[config.mk]
export PLATFORM = sky130hd
export DESIGN_NAME = demux_sched_1_4
export DESIGN_NICKNAME = d
export VERILOG_FILES = /design/src/rtl/demux_sched_1_4.sv
export SDC_FILE = /design/constraint.sdc
export NUM_CORES = 1
export LEC_CHECK = 0
export ABC_AREA = 1
export BUFFER_PORTS_ARGS = -buffer_cell sky130_fd_sc_hd__buf_2
export CAP_MARGIN = 20
export CORE_MARGIN = 8
export CORE_UTILIZATION = 40
export CTS_CLUSTER_SIZE = 40
export DETAILED_ROUTE_END_ITERATION = 8
export PLACE_DENSITY = 0.73
export RECOVER_POWER = 25
export SLEW_MARGIN = 30
export SYNTH_ARGS = -nofsm -noshare
export SYNTH_HDL_FRONTEND = slang
export SYNTH_SLANG_ARGS = --single-unit
[constraint.sdc]
create_clock -name clk -period 1.2 [get_ports clk]
set_input_delay 0.24 -clock clk [delete_from_list [all_inputs] [get_ports clk]]
set_output_delay 0.24 -clock clk [all_outputs]
set_load 0.03 [all_outputs]
[src/rtl/demux_sched_1_4.sv]
// Scheduler for a 1-to-4 demultiplexer: one registered output slot routed to a
// channel chosen by round-robin over enabled channels or by a fixed selection.
module demux_sched_1_4 #(
    parameter int DW = 8
) (
    input  logic          clk,
    input  logic          rst_n,
    input  logic          mode,
    input  logic [1:0]    fix_sel,
    input  logic [3:0]    chan_en,
    input  logic          in_valid,
    input  logic [DW-1:0] in_data,
    output logic          in_ready,
    output logic [3:0]    out_valid,
    output logic [DW-1:0] out_data,
    input  logic [3:0]    out_ready,
    output logic [1:0]    cur_sel,
    output logic [1:0]    rr_ptr
);

    typedef enum logic {EMPTY, FULL} state_t;

    state_t        state_q, state_d;
    logic [DW-1:0] data_q, data_d;
    logic [1:0]    sel_q, sel_d;
    logic [1:0]    ptr_q, ptr_d;

    logic [1:0] tgt;
    logic       tgt_ok;
    logic [1:0] idx;
    logic       rel;
    logic       accept;

    // Round-robin search walks from the highest offset down so the lowest
    // offset from ptr_q with an enabled channel wins.
    always_comb begin
        tgt    = 2'd0;
        tgt_ok = 1'b0;
        idx    = 2'd0;
        if (mode) begin
            tgt    = fix_sel;
            tgt_ok = chan_en[fix_sel];
        end else begin
            for (int i = 3; i >= 0; i--) begin
                idx = ptr_q + 2'(i);
                if (chan_en[idx]) tgt = idx;
            end
            tgt_ok = |chan_en;
        end
    end

    always_comb begin
        rel      = (state_q == FULL) && out_ready[sel_q];
        in_ready = rst_n && tgt_ok && ((state_q == EMPTY) || rel);
        accept   = in_valid && in_ready;

        state_d = state_q;
        data_d  = data_q;
        sel_d   = sel_q;
        ptr_d   = ptr_q;
        if (accept) begin
            state_d = FULL;
            data_d  = in_data;
            sel_d   = tgt;
            if (!mode) ptr_d = tgt + 2'd1;
        end else if (rel) begin
            state_d = EMPTY;
        end
    end

    always_ff @(posedge clk) begin
        if (!rst_n) begin
            state_q <= EMPTY;
            data_q  <= '0;
            sel_q   <= 2'd0;
            ptr_q   <= 2'd0;
        end else begin
            state_q <= state_d;
            data_q  <= data_d;
            sel_q   <= sel_d;
            ptr_q   <= ptr_d;
        end
    end

    assign out_valid = (state_q == FULL) ? (4'b0001 << sel_q) : 4'b0000;
    assign out_data  = data_q;
    assign cur_sel   = sel_q;
    assign rr_ptr    = ptr_q;

endmodule

After elaboration in Yosys (flattened, before gate mapping) --
Cells that the tools add are included.
Operators by class: $add $sub $neg 4, mux-type cells 21, reductions and logical operators 8, shifts and indexed selects 1, order comparisons 6, bitwise gates (word level) 2
Operator list (number):
- 2-bit by 3-bit < comparator with 1-bit output, second input constant | 6
- 1-bit binary-select mux with 2-bit select | 6
- 2-bit two-way mux | 5
- 1-bit two-way mux | 9
- 2-bit by 1-bit adder with 2-bit output, second input constant | 2
- 2-bit adder, second input constant | 2
- 1-bit logical AND | 4
- 4-bit two-way mux | 1
- 4-bit OR reduction | 1
- 1-bit by 2-bit << shifter with 4-bit output, first input constant | 1
- 1-bit inverter | 2
- 2-bit AND reduction | 1
- 2-bit nonzero test | 1
- 1-bit logical OR | 1
Storage, ports and cells: input port bits 22, word-level logic and storage cells 46, output and inout bits 17, bits in registers 13

Longest topological paths before layout --
Gate-level depths: netlist of the first run.
depth after elaboration 9, gate-level depth with buffers 16, gate-level depth less buffers 15

Worst setup path after synthesis of the first run --
Ideal clock, no wire load.
kind flip-flop to output port, start register sel_q[0], in the netlist cur_sel[0], end output port out_valid[3], data required time 960 ps, setup slack -449 ps, arrival time 1409 ps, path buffers 0, cell stages (with the launch flop) 3, cell sequence dfxtp_1 inv_1 nor3_1
On the way: cells in the longest elaborated chain, start to end 2
RTL lines:
- start: declaration | line 25 | logic [1:0] sel_q, sel_d;
- start signal: assignment | line 80 | sel_q <= sel_d;
- 1-bit by 2-bit << shifter with 4-bit output | line 85 | assign out_valid = (state_q == FULL) ? (4'b0001 << sel_q) : 4'b0000;
- 4-bit two-way mux | line 85
- end: declaration | line 14 | output logic [3:0] out_valid,
Every way passes these cells.

Final worst setup path of the first run --
start register sel_q[0], in the netlist cur_sel[0], end output port in_ready
On the way: cells in the longest elaborated chain, start to end 5
RTL lines:
- 1-bit binary-select mux with 2-bit select | line 53 | rel = (state_q == FULL) && out_ready[sel_q];
- 1-bit two-way mux (implied by the code) | line 53
- 1-bit logical AND | line 53
- 1-bit logical OR | line 54 | in_ready = rst_n && tgt_ok && ((state_q == EMPTY) || rel);
- 1-bit logical AND | line 54
- end: declaration | line 13 | output logic in_ready,
Every way passes these cells. The select of a mux whose other input is x is not followed.

==> results of run 1 <==
## power groups by stage
| stage | clock (W) | combinational (W) | sequential, W |
|---|---|---|---|
| after floorplan | 0 | 0.000185 | 0.000542 |
| after global placement | 0 | 0.000387 | 0.000488 |
| after detailed placement | 0 | 0.000398 | 0.000489 |
| after CTS | 0.000271 | 0.000434 | 0.000479 |
| after global routing | 0.000287 | 0.000488 | 0.000486 |
| final | 0.000265 | 0.000451 | 0.000481 |
## placed cells by master, fill, tap and decap left out
master / instances
a21oi_1: 8
a21oi_2: 2
buf_2: 28
buf_4: 18
buf_6: 12
clkbuf_1: 1
clkbuf_2: 2
clkbuf_4: 3
dfxtp_1: 9
dfxtp_4: 4
inv_1: 11
inv_2: 3
inv_4: 5
nand2_1: 37
nand2_2: 4
nand2_4: 1
nand3_1: 10
nor2_1: 23
nor2_4: 1
nor3_2: 2
nor3_4: 3
nor3b_2: 1
o211ai_1: 1
o21ai_0: 1
o21ai_1: 11
or2_1: 1
## worst reg2reg max path, stage by stage, from the launching register on
cell,delay (ns)
dfxtp_4,0.41
nand2_4,0.06
a21oi_2,0.15
nor3_2,0.06
nor2_1,0.12
nand2_2,0.10
buf_6,0.13
nor2_4,0.14
nand2_2,0.10
inv_2,0.07
nand3_1,0.07
nand2_1,0.06
inv_1,0.03
## final cells by class
cell class	instances	area, µm²	area share, %
multi-input combinational	106	536	38.9
timing repair buffer	60	420	30.6
sequential	13	275	20.0
inverter	19	83.8	6.10
tap	27	33.8	2.46
clock buffer	4	26.3	1.91
## worst min-delay path by stage
stage,end,slack [ns]
finish,out_data[6],0.19
global route,out_data[3],0.18
CTS,out_data[3],0.19
detailed placement,out_data[6],0.47
global placement,out_data[4],0.46
floorplan,cur_sel[0],0.37
## cell families (layout without fill, tap and decap cells)
kind of cell	after synthesis	after routing	synth area share (%)
simple gates	83	83	42.7
flops	13	13	31.9
compound gates	23	23	14.4
buf+inv	21	83	11.0
## timing repair
item,CTS,global route
gates resized for setup,19,9
endpoints found under the hold margin,0,0
buffers inserted,3,0
endpoints found under the setup margin,21,20
hold buffers,0,0
pin swaps,7,3
## registers in the layout (all words and copies together) (netlist names)
name	flops
out_data	8
cur_sel	2
rr_ptr	2
state_q	1
## metrics by stage
step	area, µm²	setup slack (ns)	setup TNS, ns
after detailed placement	1240	-0.301	-3.75
after CTS	1340	-0.378	-5.72
after global placement	1240	-0.265	-3.23
after global routing	1380	-0.513	-7.65
final	1380	-0.400	-6.10
after floorplan	885	-0.217	-2.21
## layer usage
layer / part of all wire (%) / GRT usage, % / vias up
met4: 2.5 / 8.64 / 0
met3: 5.2 / 3.13 / 10
met5: 0 / 0 / -
li1: - / - / 567
met2: 51 / 29.6 / 32
met1: 41 / 16.3 / 530
==> flow_metrics.tcl, run 1 <==
set metrics [dict create \
    yosys.area.top_type_share_pct 31.9 \
    violations "setup timing" \
    syn_to_final_growth_pct 68.3 \
    hp-start "in_data[6]" \
    io_buffers 38 \
    instances_no_fill 229 \
    drtPass1Iterations 4 \
    skew_ns 0.00462 \
    crit_fanout 6 \
    syn-num-nets 162 \
    grt_max_degree 11 \
    r2r_setup_slack_ns -0.40 \
    worst-setup-path-type "register to output port" \
    cp_top_family "flip-flops" \
    wire_per_inst_um 12.4 \
    slew_viol_final 0 \
    finalNetCount 225 \
    cp-end-kind "output port" \
    synth_area_um2 817 \
    synthTopCellsByCount "nand2_1, nor2_1, inv_1, dfxtp_1, o21ai_1" \
    clockBufferDepth 2 \
    rr_endpoint "rr_ptr[1]" \
    ys.flop_type "dfxtp_1" \
    cp.depth 7 \
    clk_pin_slew_worst_paths_ns 0.08 \
    grt_pass1_wl_um 4670 \
    maxCapViolCount 0 \
    critical_path_buf_inv_count 2 \
    drive_above_1_share_pct 44.1 \
    die_x_um 61.2 \
    avgViaCountPerCell 4.97 \
    finalCriticalPeriod_ns 1.60 \
    synth_most_common_cell "nand2_1" \
    worstSetupEndpoint "in_ready" \
    place_inst 223 \
    die-height_um 61.2 \
    max_freq_mhz 625 \
    place_congestion 0.809 \
    hold_depth 3 \
    antenna_cells 0 \
    seq_area_frac_synth_pct 31.9 \
    fin_crit_sh_pct 133 \
    cts_made_buffers 3 \
    fin_util_pct 70.8 \
    clock-root-buffer "clkbuf_4" \
    clockPowerShare_pct 22.1 \
    critical_path_required_ns 0.96 \
    grt_pass1_vias 1161 \
    setup_slack_ns -0.400 \
    drt_iter0_markers 29 \
    timing.hold.ws_ns 0.189 \
    ys_ff_latch 13 \
    worst_ep_arrival_time_ns 1.36 \
    synth-edff-count 0 \
    critPathMaxStageDelay_ns 0.41 \
    rows 16 \
    setup_viol 19 \
    p_switching_w 0.000425 \
    cpMaxStageDelayCell "dfxtp_4" \
    ant_nets 0 \
    core-area_um2 1940 \
    avgSynthCellArea_um2 5.84 \
    drc 0 \
    num_vias 1139 \
    reg2reg_depth 12 \
    wirelength_um 2840 \
    hpwl_um 2180 \
    p_seq_share_pct 40.2 \
    yosysTopAreaCell "dfxtp_1" \
    ys_async_sr_fraction_pct 0 \
    antenna_found_initial 0 \
    power_frac_comb_pct 37.7 \
    start_kind "register" \
    yosysWarnings 0 \
    cts_tree "yes" \
    r2r-start "cur_sel[0]" \
    ys_types 17 \
    clk_latency_ns 0.27 \
    grt.total_usage_pct 16.0 \
    cts_sinks 13 \
    powerDensity_nw_per_um2 871 \
    intPower_w 0.000772 \
    outcome "finished with violations" \
    start_util_pct 42.1 \
    netlist_instances 140 \
    synth_area_leaders "dfxtp_1, nand2_1, nor2_1" \
    fp.dieArea_um2 3740 \
    h-tree-depth 1 \
    grt_setup_unrepaired "yes" \
    peakVddDrop_mv 0.873 \
    final_hold_viol_count 0 \
    ioPinCount 39 \
    tightest_slew_ns 0.193 \
    leakagePower_nw 0.748 \
    fillCellCount 172 \
    overflow 0 \
    total_power_w 0.00120 \
    critical_path.startpoint "cur_sel[0]" \
    relSlewSlack_pct 87.0 \
    switching_share_pct 35.5 \
    path_cells "nand2_4, a21oi_2, nor3_2, nor2_1, nand2_2, inv_4, buf_6" \
    worstHoldPathType "input port to register" \
]
Note: power is estimated with default switching activity, not from simulation.
==> run 2, diff against run 1 <==
--- a/config.mk
+++ b/config.mk
@@ -12,7 +12,7 @@
 export CORE_UTILIZATION = 40
 export CTS_CLUSTER_SIZE = 40
 export DETAILED_ROUTE_END_ITERATION = 8
-export PLACE_DENSITY = 0.73
+export PLACE_DENSITY = 0.78
 export RECOVER_POWER = 25
 export SLEW_MARGIN = 30
 export SYNTH_ARGS = -nofsm -noshare
==> run 2 against run 1 <==
  * The run still ends with setup timing left
  * First-iteration DRC count fell by 10%
  * Sequential power rose by 1%
  * Combinational power rose by 14%
  * Via count rose by 2.2%
  * Sequential share of layout area fell by 1.7 points
  * Worst hold slack got worse by 0.013 ns
  * Clock skew barely moved
  * Final area rose by 9.0%
  * Fmax fell by 2.8%
  * Die area did not move
  * Wire length rose by 12%
  * Flip-flop and latch count did not move
  * Critical path type unchanged
  * Largest cell class unchanged
==> flow_metrics.tcl, run 2 (synthesized netlist as in run 1, its figures left out) <==
set metrics [dict create \
    path_cells "inv_4, nand3_2, nand2_2, nor3_4, nor2_2, nand2_2, inv_4, buf_6" \
    p_switching_w 0.000460 \
    cts_made_buffers 3 \
    r2r-start "cur_sel[0]" \
    clockPowerShare_pct 21.0 \
    reg2reg_depth 11 \
    cp-end-kind "output port" \
    grt_max_degree 11 \
    clockBufferDepth 2 \
    grt_pass1_vias 1163 \
    critical_path_required_ns 0.96 \
    setup_viol 20 \
    worstHoldPathType "input port to register" \
    outcome "finished with violations" \
    core-area_um2 1940 \
    start_kind "register" \
    critPathMaxStageDelay_ns 0.39 \
    largest_reg_flops 8 \
    maxCapViolCount 0 \
    clk_pin_slew_worst_paths_ns 0.08 \
    cts_sinks 13 \
    start_util_pct 42.1 \
    worst_ep_arrival_time_ns 1.41 \
    cts_tree "yes" \
    place_ws_ns -0.311 \
    peakVddDrop_mv 0.895 \
    grt_pass1_wl_um 4710 \
    total_power_w 0.00126 \
    slew_viol_final 0 \
    violations "setup timing" \
    antenna_cells 0 \
    grt.total_usage_pct 16.3 \
    powerDensity_nw_per_um2 843 \
    setup_slack_ns -0.445 \
    finalNetCount 227 \
    finalCriticalPeriod_ns 1.65 \
    antenna_found_initial 0 \
    hold_buffers 0 \
    crit_fanout 4 \
    num_vias 1164 \
    fillCellCount 146 \
    intPower_w 0.000803 \
    ant_nets 0 \
    worstSetupEndpoint "in_ready" \
    wire_per_inst_um 13.8 \
    tightest_slew_ns 0.270 \
    hold_depth 3 \
    power_frac_comb_pct 40.5 \
    wirelength_um 3190 \
    avgViaCountPerCell 5.04 \
    die_x_um 61.2 \
    drt_iter0_markers 26 \
    fin_util_pct 77.2 \
    h-tree-depth 1 \
    overflow 0 \
    leakagePower_nw 0.766 \
    max_freq_mhz 608 \
    rr_endpoint "cur_sel[1]" \
    setup_tns_ns -6.51 \
    ioPinCount 39 \
    switching_share_pct 36.4 \
    drive_above_1_share_pct 54.4 \
    final_common_cell "nand2_1" \
    drtPass1Iterations 4 \
    grt_setup_unrepaired "yes" \
    skew_ns 0.00423 \
    layout_common_cells "nand2_1, buf_2, buf_4" \
    final_hold_viol_count 0 \
    clk_latency_ns 0.27 \
    clock-root-buffer "clkbuf_4" \
    relSlewSlack_pct 82.0 \
    critical_path.startpoint "cur_sel[1]" \
    p_seq_share_pct 38.5 \
    r2r_setup_slack_ns -0.43 \
    rows 16 \
    fin_crit_sh_pct 137 \
    hpwl_um 2150 \
    die-height_um 61.2 \
    fp.dieArea_um2 3740 \
    drc 0 \
    cpMaxStageDelayCell "dfxtp_4" \
    place_congestion 0.813 \
    io_buffers 38 \
    worst-setup-path-type "register to output port" \
    timing.hold.ws_ns 0.176 \
    syn_to_final_growth_pct 83.5 \
]
==> run 2: cell count changes in the layout (fill, tap and decap cells not counted), sizes merged <==
cell  previous run  this run
buf             58        60
==> run 2: stage by stage <==
stage	instances	area [µm²]
3_5_place_dp	220	1210
4_1_cts	228	1350
3_3_place_gp	220	1210
6_report	231	1500
5_1_grt	231	1500
2_1_floorplan	140	885
==> run 2: how the worst min path moves through the flow <==
stage	end	start
5_1_grt	out_data[6]	in_data[6]
6_report	out_data[5]	in_data[5]
3_3_place_gp	out_data[7]	in_data[7]
3_5_place_dp	out_data[6]	in_data[6]
4_1_cts	out_data[6]	in_data[6]
2_1_floorplan	cur_sel[0]	rst_n
==> run 2: per-layer routing <==
metal,vias up,share of wire (%),GRT usage [%]
met5,-,0,0
met4,0,2.9,8.97
met3,12,6.3,4.18
met2,49,52,29.4
met1,529,39,16.7
li1,574,-,-
==> run 2: timing repair <==
item | 4_1_cts | 5_1_grt
pin swaps | 7 | 12
endpoints found under the setup margin | 21 | 21
gates cloned | 0 | 0
resized for setup | 25 | 35
buffers inserted | 4 | 5
==> run 2: power by group through the flow <==
stage | combinational [W] | sequential (W) | clock, W
after floorplan | 0.000185 | 0.000542 | 0
after global placement | 0.000378 | 0.000489 | 0
after detailed placement | 0.000389 | 0.000491 | 0
after CTS | 0.000437 | 0.000480 | 0.000271
after global routing | 0.000555 | 0.000489 | 0.000301
final | 0.000512 | 0.000486 | 0.000265
==> run 2: final cells by class <==
| type | count | area (µm²) | share of cell area (%) |
|---|---|---|---|
| repair buffers | 62 | 463 | 30.9 |
| multi-input cells | 106 | 614 | 41.0 |
| clock buffers | 4 | 26.3 | 1.75 |
| flip-flops and latches | 13 | 275 | 18.4 |
| well taps | 27 | 33.8 | 2.25 |
| inverters | 19 | 86.3 | 5.76 |
==> run 2: worst max-delay path, delay by kind of cell, from the launching register on <==
kind | cells | cell delay (ns)
and+or+nand+nor | 5 | 0.51
buffers and inverters | 3 | 0.23
DFF | 1 | 0.39
